## src/rtl/vend_dispense_ctrl.sv

```systemverilog
// -----------------------------------------------------------------------------
// vend_dispense_ctrl
// Sequences the dispense motor and the change-return solenoid. One-cycle vend
// and change requests from the coin FSM are queued, then executed one at a time
// with a drop-sensor handshake, a dispense timeout and sticky fault reporting.
//
// Optional build macro: VEND_CTRL_RETRY_EN
//   defined   : the first dispense timeout of a request drops the motor for one
//               clock and re-runs the dispense; only a second timeout faults.
//   undefined : the first timeout faults; no retry logic is built.
//
// Ports
//   clk         system clock, rising edge
//   reset       asynchronous, active-high reset
//   vend_in     request: dispense one item
//   change_in   request: return one change coin
//   motor_done  item-drop sensor, 1 = item delivered
//   fault_clr   clears fault (in FAULT) and ovf
//   motor_on    dispense motor drive (registered)
//   coin_ret    change solenoid drive (registered)
//   q_full      queue holds QDEPTH entries
//   busy        FSM not idle, or queue non-empty
//   fault       sticky dispense timeout
//   ovf         sticky: a request was dropped on a full queue
//   vend_count  successful vends, saturating at 255
// -----------------------------------------------------------------------------
module vend_dispense_ctrl #(
    parameter int PULSE_CYCLES   = 4,
    parameter int TIMEOUT_CYCLES = 255,
    parameter int QDEPTH         = 4
) (
    input  logic       clk,
    input  logic       reset,
    input  logic       vend_in,
    input  logic       change_in,
    input  logic       motor_done,
    input  logic       fault_clr,
    output logic       motor_on,
    output logic       coin_ret,
    output logic       q_full,
    output logic       busy,
    output logic       fault,
    output logic       ovf,
    output logic [7:0] vend_count
);
    localparam int AW   = $clog2(QDEPTH);
    localparam int CW   = AW + 1;
    localparam int TMAX = (TIMEOUT_CYCLES > PULSE_CYCLES) ? TIMEOUT_CYCLES : PULSE_CYCLES;
    localparam int TW   = $clog2(TMAX + 1);

    localparam logic [CW-1:0] DEPTH_C   = CW'(QDEPTH);
    localparam logic [CW-1:0] CNT_ONE   = CW'(1);
    localparam logic [AW-1:0] PTR_ONE   = AW'(1);
    localparam logic [TW-1:0] TIMEOUT_T = TW'(TIMEOUT_CYCLES);
    localparam logic [TW-1:0] PULSE_T   = TW'(PULSE_CYCLES);
    localparam logic [TW-1:0] T_ONE     = TW'(1);

    typedef enum logic [2:0] {
        S_IDLE     = 3'd0,
        S_DISPENSE = 3'd1,
        S_RETURN   = 3'd2,
        S_FAULT    = 3'd3
`ifdef VEND_CTRL_RETRY_EN
        ,
        S_RETRY    = 3'd4
`endif
    } state_t;

    state_t        state_r;
    logic [TW-1:0] timer_r;
    logic          cur_c_r;
    logic          motor_on_r;
    logic          coin_ret_r;
    logic          busy_r;
    logic          fault_r;
    logic [7:0]    vend_count_r;
`ifdef VEND_CTRL_RETRY_EN
    logic          retry_used_r;
`endif

    // Queue entries are {v, c}
    logic [1:0]    q_mem_r [QDEPTH];
    logic [AW-1:0] q_wr_r;
    logic [AW-1:0] q_rd_r;
    logic [CW-1:0] q_cnt_r;
    logic          q_full_r;
    logic          ovf_r;

    logic          push_req_s;
    logic          q_full_now_s;
    logic          push_ok_s;
    logic          pop_s;
    logic [1:0]    head_s;
    logic [CW-1:0] q_cnt_n_s;
    logic          timeout_s;
    logic          pulse_end_s;
    logic          to_idle_s;

    // Queue control, timer decodes and whether the FSM will be idle after this edge
    always_comb begin
        push_req_s   = vend_in | change_in;
        // Fullness is judged on occupancy before this edge, so a same-edge pop
        // does not make room for the incoming request.
        q_full_now_s = (q_cnt_r == DEPTH_C);
        push_ok_s    = push_req_s & ~q_full_now_s;
        pop_s        = (state_r == S_IDLE) && (q_cnt_r != '0);
        head_s       = q_mem_r[q_rd_r];
        timeout_s    = (timer_r == TIMEOUT_T);
        pulse_end_s  = (timer_r == PULSE_T);

        if (push_ok_s && !pop_s) begin
            q_cnt_n_s = q_cnt_r + CNT_ONE;
        end else if (!push_ok_s && pop_s) begin
            q_cnt_n_s = q_cnt_r - CNT_ONE;
        end else begin
            q_cnt_n_s = q_cnt_r;
        end

        case (state_r)
            S_IDLE:     to_idle_s = ~pop_s;
            S_DISPENSE: to_idle_s = motor_done & ~cur_c_r;
            S_RETURN:   to_idle_s = pulse_end_s;
            S_FAULT:    to_idle_s = fault_clr;
`ifdef VEND_CTRL_RETRY_EN
            S_RETRY:    to_idle_s = 1'b0;
`endif
            default:    to_idle_s = 1'b1;
        endcase
    end

    // Queue storage write port (contents are only read while occupancy is non-zero)
    always_ff @(posedge clk) begin
        if (push_ok_s) begin
            q_mem_r[q_wr_r] <= {vend_in, change_in};
        end
    end

    // Queue pointers, occupancy, q_full and the sticky overflow flag
    always_ff @(posedge clk or posedge reset) begin
        if (reset) begin
            q_wr_r   <= '0;
            q_rd_r   <= '0;
            q_cnt_r  <= '0;
            q_full_r <= 1'b0;
            ovf_r    <= 1'b0;
        end else begin
            if (push_ok_s) begin
                q_wr_r <= q_wr_r + PTR_ONE;
            end
            if (pop_s) begin
                q_rd_r <= q_rd_r + PTR_ONE;
            end
            q_cnt_r  <= q_cnt_n_s;
            q_full_r <= (q_cnt_n_s == DEPTH_C);
            // A fresh drop outranks a clear on the same edge so it is never lost.
            if (push_req_s && q_full_now_s) begin
                ovf_r <= 1'b1;
            end else if (fault_clr) begin
                ovf_r <= 1'b0;
            end
        end
    end

    // Actuator sequencing FSM with registered drives, fault, busy and vend counter
    always_ff @(posedge clk or posedge reset) begin
        if (reset) begin
            state_r      <= S_IDLE;
            timer_r      <= '0;
            cur_c_r      <= 1'b0;
            motor_on_r   <= 1'b0;
            coin_ret_r   <= 1'b0;
            busy_r       <= 1'b0;
            fault_r      <= 1'b0;
            vend_count_r <= 8'd0;
`ifdef VEND_CTRL_RETRY_EN
            retry_used_r <= 1'b0;
`endif
        end else begin
            busy_r <= ~to_idle_s | (q_cnt_n_s != '0);
            case (state_r)
                S_IDLE: begin
                    if (pop_s) begin
                        cur_c_r <= head_s[0];
                        timer_r <= T_ONE;
`ifdef VEND_CTRL_RETRY_EN
                        retry_used_r <= 1'b0;
`endif
                        // An entry always has v or c set; v runs first.
                        if (head_s[1]) begin
                            state_r    <= S_DISPENSE;
                            motor_on_r <= 1'b1;
                        end else begin
                            state_r    <= S_RETURN;
                            coin_ret_r <= 1'b1;
                        end
                    end
                end
                S_DISPENSE: begin
                    // motor_done is checked first so it wins over a same-cycle timeout.
                    if (motor_done) begin
                        motor_on_r <= 1'b0;
                        if (vend_count_r != 8'hFF) begin
                            vend_count_r <= vend_count_r + 8'd1;
                        end
                        if (cur_c_r) begin
                            state_r    <= S_RETURN;
                            coin_ret_r <= 1'b1;
                            timer_r    <= T_ONE;
                        end else begin
                            state_r <= S_IDLE;
                            timer_r <= '0;
                        end
                    end else if (timeout_s) begin
                        motor_on_r <= 1'b0;
                        timer_r    <= '0;
`ifdef VEND_CTRL_RETRY_EN
                        if (!retry_used_r) begin
                            state_r      <= S_RETRY;
                            retry_used_r <= 1'b1;
                        end else begin
                            state_r <= S_FAULT;
                            fault_r <= 1'b1;
                        end
`else
                        state_r <= S_FAULT;
                        fault_r <= 1'b1;
`endif
                    end else begin
                        timer_r <= timer_r + T_ONE;
                    end
                end
                S_RETURN: begin
                    if (pulse_end_s) begin
                        state_r    <= S_IDLE;
                        coin_ret_r <= 1'b0;
                        timer_r    <= '0;
                    end else begin
                        timer_r <= timer_r + T_ONE;
                    end
                end
                S_FAULT: begin
                    if (fault_clr) begin
                        state_r <= S_IDLE;
                        fault_r <= 1'b0;
                    end
                end
`ifdef VEND_CTRL_RETRY_EN
                S_RETRY: begin
                    // One clock with the motor off, then a fresh dispense attempt.
                    state_r    <= S_DISPENSE;
                    motor_on_r <= 1'b1;
                    timer_r    <= T_ONE;
                end
`endif
                default: begin
                    state_r    <= S_IDLE;
                    motor_on_r <= 1'b0;
                    coin_ret_r <= 1'b0;
                    timer_r    <= '0;
                end
            endcase
        end
    end

    assign motor_on   = motor_on_r;
    assign coin_ret   = coin_ret_r;
    assign q_full     = q_full_r;
    assign busy       = busy_r;
    assign fault      = fault_r;
    assign ovf        = ovf_r;
    assign vend_count = vend_count_r;

endmodule

```

## config.mk

```make
export PLATFORM = sky130hd
export DESIGN_NAME = vend_dispense_ctrl
export DESIGN_NICKNAME = d
export VERILOG_FILES = /design/src/rtl/vend_dispense_ctrl.sv
export SDC_FILE = /design/constraint.sdc
export NUM_CORES = 1
export LEC_CHECK = 0
export BUFFER_PORTS_ARGS = -buffer_cell sky130_fd_sc_hd__buf_4
export CELL_PAD_IN_SITES_DETAIL_PLACEMENT = 1
export CELL_PAD_IN_SITES_GLOBAL_PLACEMENT = 2
export CORE_MARGIN = 2
export CORE_UTILIZATION = 39
export DETAILED_ROUTE_END_ITERATION = 16
export PLACE_DENSITY = 0.8
export SLEW_MARGIN = 25
export SYNTH_ARGS = -nofsm -noshare
export SYNTH_HDL_FRONTEND = slang
export SYNTH_SLANG_ARGS = --single-unit
```

## constraint.sdc

```tcl
create_clock -name clk -period 2.4 [get_ports clk]
set_input_delay 0 -clock clk [delete_from_list [all_inputs] [get_ports clk]]
set_output_delay 0 -clock clk [all_outputs]
set_load 0.005 [all_outputs]
```

==> flow_metrics.env, run 1 <==
export IMPL_synth_top_cell_area_share=0.389
export IMPL_pre_cts_ws_ps=326
export IMPL_yosys_warnings=0
export IMPL_nNetsFinal=229
export IMPL_syn_inst=183
export IMPL_slowest_stage="dfrtp_1"
export IMPL_die_h_um=76.6
export IMPL_cts_sinks=40
export IMPL_n_fill_cell=582
export IMPL_cts_buffer_depth=2
export IMPL_maxSlewViolCount=0
export IMPL_whs_endpoint="timer_r[0]$_DFFE_PP0P_"
export IMPL_regArea_um2=1040
export IMPL_clk_pin_slew_ps=80
export IMPL_finClkSkew_ps=5.23
export IMPL_max_slew_margin_rel=0.648
export IMPL_cts_max_level=2
export IMPL_synthAdderAreaFrac=0.0608
export IMPL_synthMuxAreaShare=0.0377
export IMPL_io_pins=20
export IMPL_p_sw_w=0.00109
export IMPL_maxCapViolations=0
export IMPL_ys_flop_type="dfrtp_1"
export IMPL_worst_pin_slew_ps=527
export IMPL_final_antenna_net_count=0
export IMPL_reg2reg_slack_ps=340
export IMPL_area_delta_synth_final_pct=18.3
export IMPL_viasPerCell=5.22
export IMPL_vias=1482
export IMPL_synth_nets=199
export IMPL_drc_errors=0
export IMPL_portBuffers=19
export IMPL_r2r_end="busy$_DFF_PP0_"
export IMPL_vdd_drop_max_uv=550
export IMPL_cts_root_buf="clkbuf_8"
export IMPL_arrival_ps=2220
export IMPL_async_reset_ff_frac=0.800
export IMPL_die_area_um2=5870
export IMPL_swShare=0.384
export IMPL_grt_pass1_wl_um=8120
export IMPL_worstSkewPairLatency_ps=280
export IMPL_fin_crit_sh=0.860
export IMPL_grt_usage=0.172
export IMPL_hp_class="in2reg"
export IMPL_post_route_min_period_ps=2060
export IMPL_worstPathRequired_ps=2550
export IMPL_routabilityCongestion=0.772
export IMPL_fin_ws_ps=335
export IMPL_synth_area_um2=2060
export IMPL_grt_ovfl_total=0
export IMPL_antenna_found_initial=0
export IMPL_power_frac_comb=0.417
export IMPL_start_util=0.403
export IMPL_synth_xor_area_share=0.0638
export IMPL_crit_chain="inv_1, ha_1, a2bb2oi_2, a21boi_2, a22oi_1, xor2_1, nand4b_1"
export IMPL_diodes=0
export IMPL_drt_initial_drc_count=77
export IMPL_synth_cell_types=50
export IMPL_drive_gt1_frac=0.196
export IMPL_die_w_um=76.6
export IMPL_path_max_fanout=9
export IMPL_reg2reg_depth=7
export IMPL_first_pass_iters=4
export IMPL_grt_max_degree=33
export IMPL_fin_setup_tns_ps=0
export IMPL_pwr_share_clk=0.171
export IMPL_synth_area_per_cell_um2=11.2
export IMPL_wl_um=4500
export IMPL_setup_viol=0
export IMPL_internal_power_w=0.00175
export IMPL_core_area_um2=5110
export IMPL_cts_tree="yes"
export IMPL_leakagePower_nw=1.06
export IMPL_synth_area_leaders="dfrtp_1 39%, edfxtp_1 12%, ha_1 6.1%"
export IMPL_synth_seq_cells=40
export IMPL_path_class="reg2reg"
export IMPL_synthSimpleGateAreaFrac=0.177
export IMPL_outcome="completed"
export IMPL_cts_made_buffers=5
export IMPL_max_freq_mhz=484
export IMPL_finalHoldViolations=0
export IMPL_synth_top_family_by_area="simple AND/OR/NAND/NOR gates"
export IMPL_pwr_share_seq=0.412
export IMPL_grt_pass1_vias=1594
export IMPL_synth_edf_count=8
export IMPL_multi_input_area_um2=963
export IMPL_dp_hpwl_um=3390
export IMPL_wire_per_inst_um=15.8
export IMPL_min_from="motor_done"
export IMPL_critPathLaunchType="register"
export IMPL_fp_row_count=26
export IMPL_ys_seq_area_frac=0.506
export IMPL_power_density_nw_per_um2=1170
export IMPL_cp_end_kind="register"
export IMPL_synth_compound_area_share=0.129
export IMPL_rsz0062_at_grt="no"
export IMPL_whs_path_depth=3
export IMPL_rr_startpoint="q_cnt_r[0]$_DFF_PP0_"
export IMPL_yosys_area_top_type="dfrtp_1"
export IMPL_cpPeakStageDelay_ps=410
-- metal layers --
metal | routed length, um | share of wire | GRT usage | up-vias
met1 | 2060 | 0.46 | 0.234 | 748
met3 | 88 | 0.020 | 0.0355 | 6
met4 | 59 | 0.013 | 0.0527 | 0
met2 | 2290 | 0.51 | 0.279 | 13
met5 | 0 | 0 | 0 | -
li1 | - | - | - | 715
-- critical path: cells and delay by family, from the launching register on --
kind,cells,cell delay [ps]
AOI/OAI and AO/OA,3,810
xor gates and xnor gates,1,240
adders and majority gates,1,250
buffers and inverters,1,100
DFF,1,410
and+or+nand+nor,1,120
-- cells in the final DEF, fill, tap and decap left out, types with 6 or more instances in the layout --
cell type	instances
nor2_1	18
xnor2_1	9
o21ai_0	7
nand2_1	9
dfrtp_1	32
ha_1	10
clkbuf_8	7
buf_4	21
edfxtp_1	8
xor2_1	6
inv_1	12
-- logic make-up after synthesis --
logic type,after synthesis
flip-flops,40
multiplexers,5
AND/OR/NAND/NOR,65
buffers and inverters,14
AO/OA/AOI/OAI,34
adder cells (fa/ha/maj),10
XOR/XNOR,15
-- cell type report --
cell class | instances | share of cell area
tap | 70 | 0.0360
clock buffer | 8 | 0.0411
timing repair buffer | 25 | 0.0812
multi-input combinational | 129 | 0.396
inverter | 12 | 0.0185
sequential | 40 | 0.428
-- power groups by stage --
stage               Clock (W)  Combinational, W  Sequential, W
CTS                  0.000500           0.00121        0.00117
global placement            0           0.00113        0.00117
detailed placement          0           0.00120        0.00119
global route         0.000539           0.00135        0.00122
floorplan                   0          0.000890        0.00110
finish               0.000487           0.00119        0.00117
-- worst max path at each step --
stage	from	to	slack [ps]	cells past startpoint
finish	q_cnt_r[0]$_DFF_PP0_	busy$_DFF_PP0_	340	7
global route	q_cnt_r[0]$_DFF_PP0_	busy$_DFF_PP0_	70	7
CTS	q_cnt_r[0]$_DFF_PP0_	busy$_DFF_PP0_	310	7
detailed placement	q_cnt_r[0]$_DFF_PP0_	busy$_DFF_PP0_	330	7
global placement	q_cnt_r[0]$_DFF_PP0_	busy$_DFF_PP0_	470	7
floorplan	q_cnt_r[0]$_DFF_PP0_	busy$_DFF_PP0_	610	7
-- cells in the mapped netlist (2+ instances only) --
library cell,number
inv_1,12
and3_1,3
xnor2_1,9
dfrtp_1,32
nor4_1,2
o211ai_1,2
xor2_1,6
mux4_2,2
nor3_1,4
and2_1,4
nor2_1,18
nand2b_1,2
a21o_1,3
mux2_2,2
nand4_1,4
or3_1,2
o21ai_0,7
nand2_1,9
nand3_1,5
a31oi_1,3
ha_1,10
o22ai_1,2
a21oi_1,3
edfxtp_1,8
nor2b_1,4
-- repair_timing --
action                    CTS  global route
setup buffers               0             0
hold endpoints to repair   42             0
resized for setup           0             0
hold buffers                4             0
-- sequential cells by signal (all words and copies together) (netlist names) --
signal and flops:
fault 1, q_mem_r 8, coin_ret 1, timer_r 8
cur_c_r 1, busy 1, q_rd_r 2, q_cnt_r 3
ovf 1, motor_on 1, q_wr_r 2, q_full 1
state_r 2, vend_count 8
-- through the flow --
step           total power (W)  hold WS [ps]  cells  utilization  cell area (um^2)
2_1_floorplan          0.00199          96.4    183            -              2060
3_3_place_gp           0.00230           117    272        0.449              2290
3_5_place_dp           0.00238           142    272        0.449              2290
4_1_cts                0.00288          29.4    284        0.477              2430
5_1_grt                0.00310          41.7    284        0.477              2430
6_report               0.00284          35.0    284        0.477              2430
No activity file was read; power rests on OpenSTA's default activity.
==> run 2, diff against run 1 <==
Settings changed: PLACE_DENSITY 0.8 to 0.76, RECOVER_POWER set to 25.
==> run 2 against run 1 <==
Sequential power about the same. Setup slack got worse by 36 ps. Register-to-register slack got worse by 40 ps. Utilization down 0.22 points. Non-clock buffer count fell by 1. First-iteration DRC count decreased by 49%. Via count up 0.54%. Routed wire length increased by 2.1%. Hold slack about the same. Global-route usage rose by 0.50 points. Final cell count shrank 0.35%. Sequential cell count unchanged. Largest cell class unchanged. Highest routed layer unchanged.
==> flow_metrics.env, run 2 (same netlist as run 1, synthesis figures left out) <==
export IMPL_worstSetupPathDepth=7
export IMPL_path_class="reg2reg"
export IMPL_cts_root_buf="clkbuf_8"
export IMPL_post_route_min_period_ps=2100
export IMPL_leakagePower_nw=1.05
export IMPL_swShare=0.386
export IMPL_hp_class="in2reg"
export IMPL_fin_crit_sh=0.875
export IMPL_maxSlewViolCount=0
export IMPL_arrival_ps=2260
export IMPL_finalPower_w=0.00289
export IMPL_cts_max_level=2
export IMPL_area_delta_synth_final_pct=17.8
export IMPL_grt_pass1_vias=1619
export IMPL_pwr_share_seq=0.407
export IMPL_rr_startpoint="q_cnt_r[0]$_DFF_PP0_"
export IMPL_grt_pass1_wl_um=8180
export IMPL_max_freq_mhz=476
export IMPL_die_area_um2=5870
export IMPL_final_antenna_net_count=0
export IMPL_power_density_nw_per_um2=1190
export IMPL_final_cell_mix="32 x dfrtp_1, 18 x nor2_1, 12 x inv_1"
export IMPL_grt_usage=0.177
export IMPL_cts_hold_buf=4
export IMPL_fin_setup_tns_ps=0
export IMPL_p_sw_w=0.00112
export IMPL_antenna_found_initial=0
export IMPL_outcome="completed"
export IMPL_drc_errors=0
export IMPL_cts_tree="yes"
export IMPL_vias=1490
export IMPL_clk_pin_slew_ps=70
export IMPL_wire_per_inst_um=16.2
export IMPL_dp_cells=271
export IMPL_setup_viol=0
export IMPL_routabilityCongestion=0.815
export IMPL_vdd_drop_max_uv=551
export IMPL_post_cts_buffers=0
export IMPL_critPathBufInv=1
export IMPL_placed_area_um2=2290
export IMPL_finClkSkew_ps=8.92
export IMPL_cpPeakStageDelay_ps=410
export IMPL_dp_hpwl_um=3480
export IMPL_core_area_um2=5110
export IMPL_cp_top_family="compound AO/OA/AOI/OAI gates"
export IMPL_diodes=0
export IMPL_finalHoldViolations=0
export IMPL_worstPathRequired_ps=2560
export IMPL_cts_made_buffers=5
export IMPL_die_h_um=76.6
export IMPL_cp_end_kind="register"
export IMPL_reg2reg_depth=7
export IMPL_power_frac_comb=0.405
export IMPL_cts_sinks=40
export IMPL_rsz0062_at_grt="no"
export IMPL_first_pass_iters=4
export IMPL_final_cell_area_um2=2420
export IMPL_critPathLaunch="q_cnt_r[0]$_DFF_PP0_"
export IMPL_portBuffers=19
export IMPL_final_common_cell="dfrtp_1"
export IMPL_viasPerCell=5.27
export IMPL_cts_buffer_depth=2
export IMPL_start_util=0.403
export IMPL_die_w_um=76.6
export IMPL_drive_gt1_frac=0.178
export IMPL_worst_pin_slew_ps=619
export IMPL_max_slew_margin_rel=0.587
export IMPL_min_from="motor_done"
export IMPL_wl_um=4590
export IMPL_fp_row_count=26
export IMPL_pwr_share_clk=0.188
export IMPL_maxCapViolations=0
export IMPL_critPathLaunchType="register"
export IMPL_drt_initial_drc_count=39
export IMPL_worstSkewPairLatency_ps=300
export IMPL_io_pins=20
export IMPL_crit_chain="inv_1, ha_1, a2bb2oi_2, a21boi_2, a22oi_1, xor2_1, nand4b_1"
export IMPL_final_cells=283
export IMPL_slowest_stage="dfrtp_1"
export IMPL_path_max_fanout=9
export IMPL_grt_ovfl_total=0
export IMPL_cts_resized=0
export IMPL_whs_path_depth=3
export IMPL_grt_max_degree=18
export IMPL_internal_power_w=0.00178
export IMPL_nNetsFinal=228
-- run 2: changes by cell type in the layout (fill, tap and decap cells not counted) --
cell,before,now
buf_4,21,8
bufinv_16,0,1
clkbuf_1,1,4
clkbuf_4,0,9
clkbuf_8,7,5
clkinv_2,0,1
-- run 2: per-layer routing --
layer,wire [um],vias to the layer above,share of wire,GRT usage
li1,-,714,-,-
met1,2050,762,0.45,0.220
met2,2390,9,0.52,0.307
met3,76,5,0.017,0.0367
met4,72,0,0.016,0.0600
met5,0,-,0,0
-- run 2: worst reg2reg max path, stage by stage, from the launching register on --
cell and delay, ps:
dfrtp_1 410, inv_1 100, ha_1 250, a2bb2oi_2 340
a21boi_2 330, a22oi_1 140, xor2_1 250, nand4b_1 140
-- run 2: final timing paths --
path,end,slack [ps]
min in group asynchronous,vend_count[4]$_DFFE_PP0P_,330
worst max register to register,busy$_DFF_PP0_,300
worst min register to register,motor_on$_DFFE_PP0P_,510
max in group asynchronous,motor_on$_DFFE_PP0P_,1370
worst max-delay path,busy$_DFF_PP0_,300
worst min-delay path,timer_r[0]$_DFFE_PP0P_,30
-- run 2: final cells by class --
class / instances / area, um^2
Inverter: 12 / 45.0
Clock inverter: 2 / 35.0
Clock buffer: 6 / 72.6
Fill cell: 570 / 2680
Tap cell: 70 / 87.6
Timing Repair Buffer: 24 / 179
Sequential cell: 40 / 1040
Multi-Input combinational cell: 129 / 963
-- run 2: per-stage QoR --
stage,hold slack (ps),utilization,worst slack (ps)
6_report,34.8,0.475,300
5_1_grt,65.6,0.475,16.6
4_1_cts,33.6,0.477,268
3_5_place_dp,119,0.448,293
3_3_place_gp,96.0,0.448,465
2_1_floorplan,96.4,-,609
-- run 2: power by group through the flow --
stage / clock, W / combinational, W / sequential, W
2_1_floorplan: 0 / 0.000890 / 0.00110
3_3_place_gp: 0 / 0.00113 / 0.00117
3_5_place_dp: 0 / 0.00118 / 0.00119
4_1_cts: 0.000556 / 0.00120 / 0.00118
5_1_grt: 0.000584 / 0.00134 / 0.00123
6_report: 0.000543 / 0.00117 / 0.00118
==> run 3, diff against run 2 <==
Settings changed: ABC_AREA set to 1, CORE_UTILIZATION 39 to 35, PLACE_DENSITY 0.76 to not set, PLACE_DENSITY_LB_ADDON set to 0.1, SKIP_CTS_REPAIR_TIMING set to 1.
==> run 3 against run 2 <==
Register-to-register slack improved by 350 ps. Design area grew 9.2%. Clock skew fell by 7.3 ps. Global-route usage fell by 2.2 points. Sequential power down 6%. Sequential share of layout area is 3.6 points lower. Sequential cell count stayed put. Final cell count rose by 37%. Utilization decreased by 5.5 points. Clock-buffer cell count shrank 1. Synthesized area is 10% higher. Hold slack got worse by 4.4 ps. Largest cell class is now multi-input gates. Largest power group is now combinational logic.
==> flow_metrics.env, run 3 <==
export IMPL_synth_area_per_cell_um2=8.12
export IMPL_path_max_fanout=11
export IMPL_final_common_cell="nand2_1"
export IMPL_post_synth_top_count_cell="nand2_1"
export IMPL_ys_flop_type="dfrtp_1"
export IMPL_antenna_found_initial=0
export IMPL_dp_hpwl_um=3900
export IMPL_area_delta_synth_final_pct=16.9
export IMPL_portBuffers=19
export IMPL_syn_inst=279
export IMPL_hp_class="in2reg"
export IMPL_finClkSkew_ps=1.64
export IMPL_die_h_um=84.4
export IMPL_finalHoldViolations=0
export IMPL_cts_sinks=40
export IMPL_final_antenna_net_count=0
export IMPL_die_w_um=84.4
export IMPL_drive_gt1_frac=0.171
export IMPL_grt_pass1_vias=1886
export IMPL_cts_root_buf="clkbuf_8"
export IMPL_post_route_min_period_ps=1750
export IMPL_first_pass_iters=4
export IMPL_clk_pin_slew_ps=80
export IMPL_synth_top_cell_area_share=0.354
export IMPL_cts_made_buffers=5
export IMPL_grt_pass1_wl_um=8740
export IMPL_path_class="reg2reg"
export IMPL_arrival_ps=1980
export IMPL_rsz0062_at_grt="no"
export IMPL_synth_area_leaders="dfrtp_1 35%, nand2_1 12%, edfxtp_1 11%"
export IMPL_outcome="completed"
export IMPL_placed_area_um2=2500
export IMPL_yosys_area_top_type="dfrtp_1"
export IMPL_die_area_um2=7130
export IMPL_nNetsFinal=325
export IMPL_maxCapViolations=0
export IMPL_max_freq_mhz=572
export IMPL_wl_um=5060
export IMPL_final_cell_area_um2=2650
export IMPL_final_cells=387
export IMPL_wire_per_inst_um=13.1
export IMPL_synth_nets=295
export IMPL_start_util=0.359
export IMPL_vias=1813
export IMPL_setup_viol=0
export IMPL_worstSkewPairLatency_ps=290
export IMPL_final_cell_mix="70 x nand2_1, 40 x nor2_1, 35 x inv_1"
export IMPL_synth_seq_cells=40
export IMPL_fin_crit_sh=0.729
export IMPL_worst_pin_slew_ps=849
export IMPL_critPathLaunchType="register"
export IMPL_routabilityCongestion=0.720
export IMPL_cts_buffer_depth=2
export IMPL_synth_area_um2=2260
export IMPL_viasPerCell=4.68
export IMPL_grt_ovfl_total=0
export IMPL_yosys_warnings=0
export IMPL_power_density_nw_per_um2=1210
export IMPL_core_area_um2=6310
export IMPL_synth_edf_count=8
export IMPL_worstPathRequired_ps=2630
export IMPL_diodes=0
export IMPL_leakagePower_nw=1.31
export IMPL_reg2reg_slack_ps=650
export IMPL_pre_cts_ws_ps=652
export IMPL_fin_ws_ps=651
export IMPL_drt_initial_drc_count=46
export IMPL_fin_setup_tns_ps=0
export IMPL_maxSlewViolCount=0
export IMPL_cts_max_level=2
export IMPL_cp_end_kind="register"
export IMPL_synth_cell_types=28
export IMPL_vdd_drop_max_uv=538
export IMPL_fp_row_count=29
export IMPL_grt_usage=0.155
export IMPL_grt_max_degree=33
export IMPL_cts_tree="yes"
export IMPL_max_slew_margin_rel=0.434
export IMPL_dp_cells=375
export IMPL_yosys_top_cells_count="70 x nand2_1, 40 x nor2_1, 35 x inv_1"
export IMPL_async_reset_ff_frac=0.800
export IMPL_io_pins=20
export IMPL_ys_seq_area_frac=0.460
export IMPL_drc_errors=0
-- run 3: final timing paths --
kind	depth (start not counted)	start	end
min in group asynchronous	4	reset	vend_count[1]$_DFFE_PP0P_
hold / removal	3	motor_done	vend_count[6]$_DFFE_PP0P_
max in group asynchronous	4	reset	state_r[1]$_DFFE_PP0P_
setup reg to reg	9	q_cnt_r[0]$_DFF_PP0_	timer_r[6]$_DFFE_PP0P_
hold reg to reg	2	coin_ret$_DFFE_PP0P_	coin_ret$_DFFE_PP0P_
setup / recovery	9	q_cnt_r[0]$_DFF_PP0_	timer_r[6]$_DFFE_PP0P_
-- run 3: cells by family after synthesis --
family | share of synthesized area
AND/OR/NAND/NOR | 0.321
buffers and inverters | 0.0696
flip-flops | 0.460
AO/OA/AOI/OAI | 0.0597
adder cells (fa/ha/maj) | 0.0552
XOR/XNOR | 0.0348
-- run 3: worst max-delay path, cell delays in order (launching register included) --
cell and delay [ps]:
dfrtp_1 400, inv_1 100, ha_1 240, nand2_1 130, nor2_2 70, nor2_4 270
nand2_1 170, o21bai_1 160, nand2_1 60, nor2_1 80
-- run 3: power by group --
group | internal [W] | switching, W
sequential | 0.000922 | 0.000188
clock | 0.000313 | 0.000252
combinational | 0.000577 | 0.000957
-- run 3: layout make-up --
type | count | area, um^2
Tap cell | 77 | 96.3
Fill cell | 784 | 3670
Clock buffer | 5 | 68.8
Inverter | 39 | 146
Clock inverter | 3 | 47.5
Multi-Input combinational cell | 199 | 1070
Timing Repair Buffer | 24 | 180
Sequential cell | 40 | 1040
-- run 3: routing by layer --
layer  global-route usage  share of wire
met2                0.248           0.46
met5                    0              0
met1                0.206           0.50
met3               0.0324          0.025
met4               0.0620          0.018
-- run 3: through the flow --
step | power (W) | utilization | hold WS (ps)
after floorplan | 0.00224 | - | 98.9
after global placement | 0.00265 | 0.396 | 138
after detailed placement | 0.00269 | 0.396 | 135
after CTS | 0.00328 | 0.414 | -191
after global routing | 0.00356 | 0.419 | 23.3
final | 0.00321 | 0.419 | 30.5
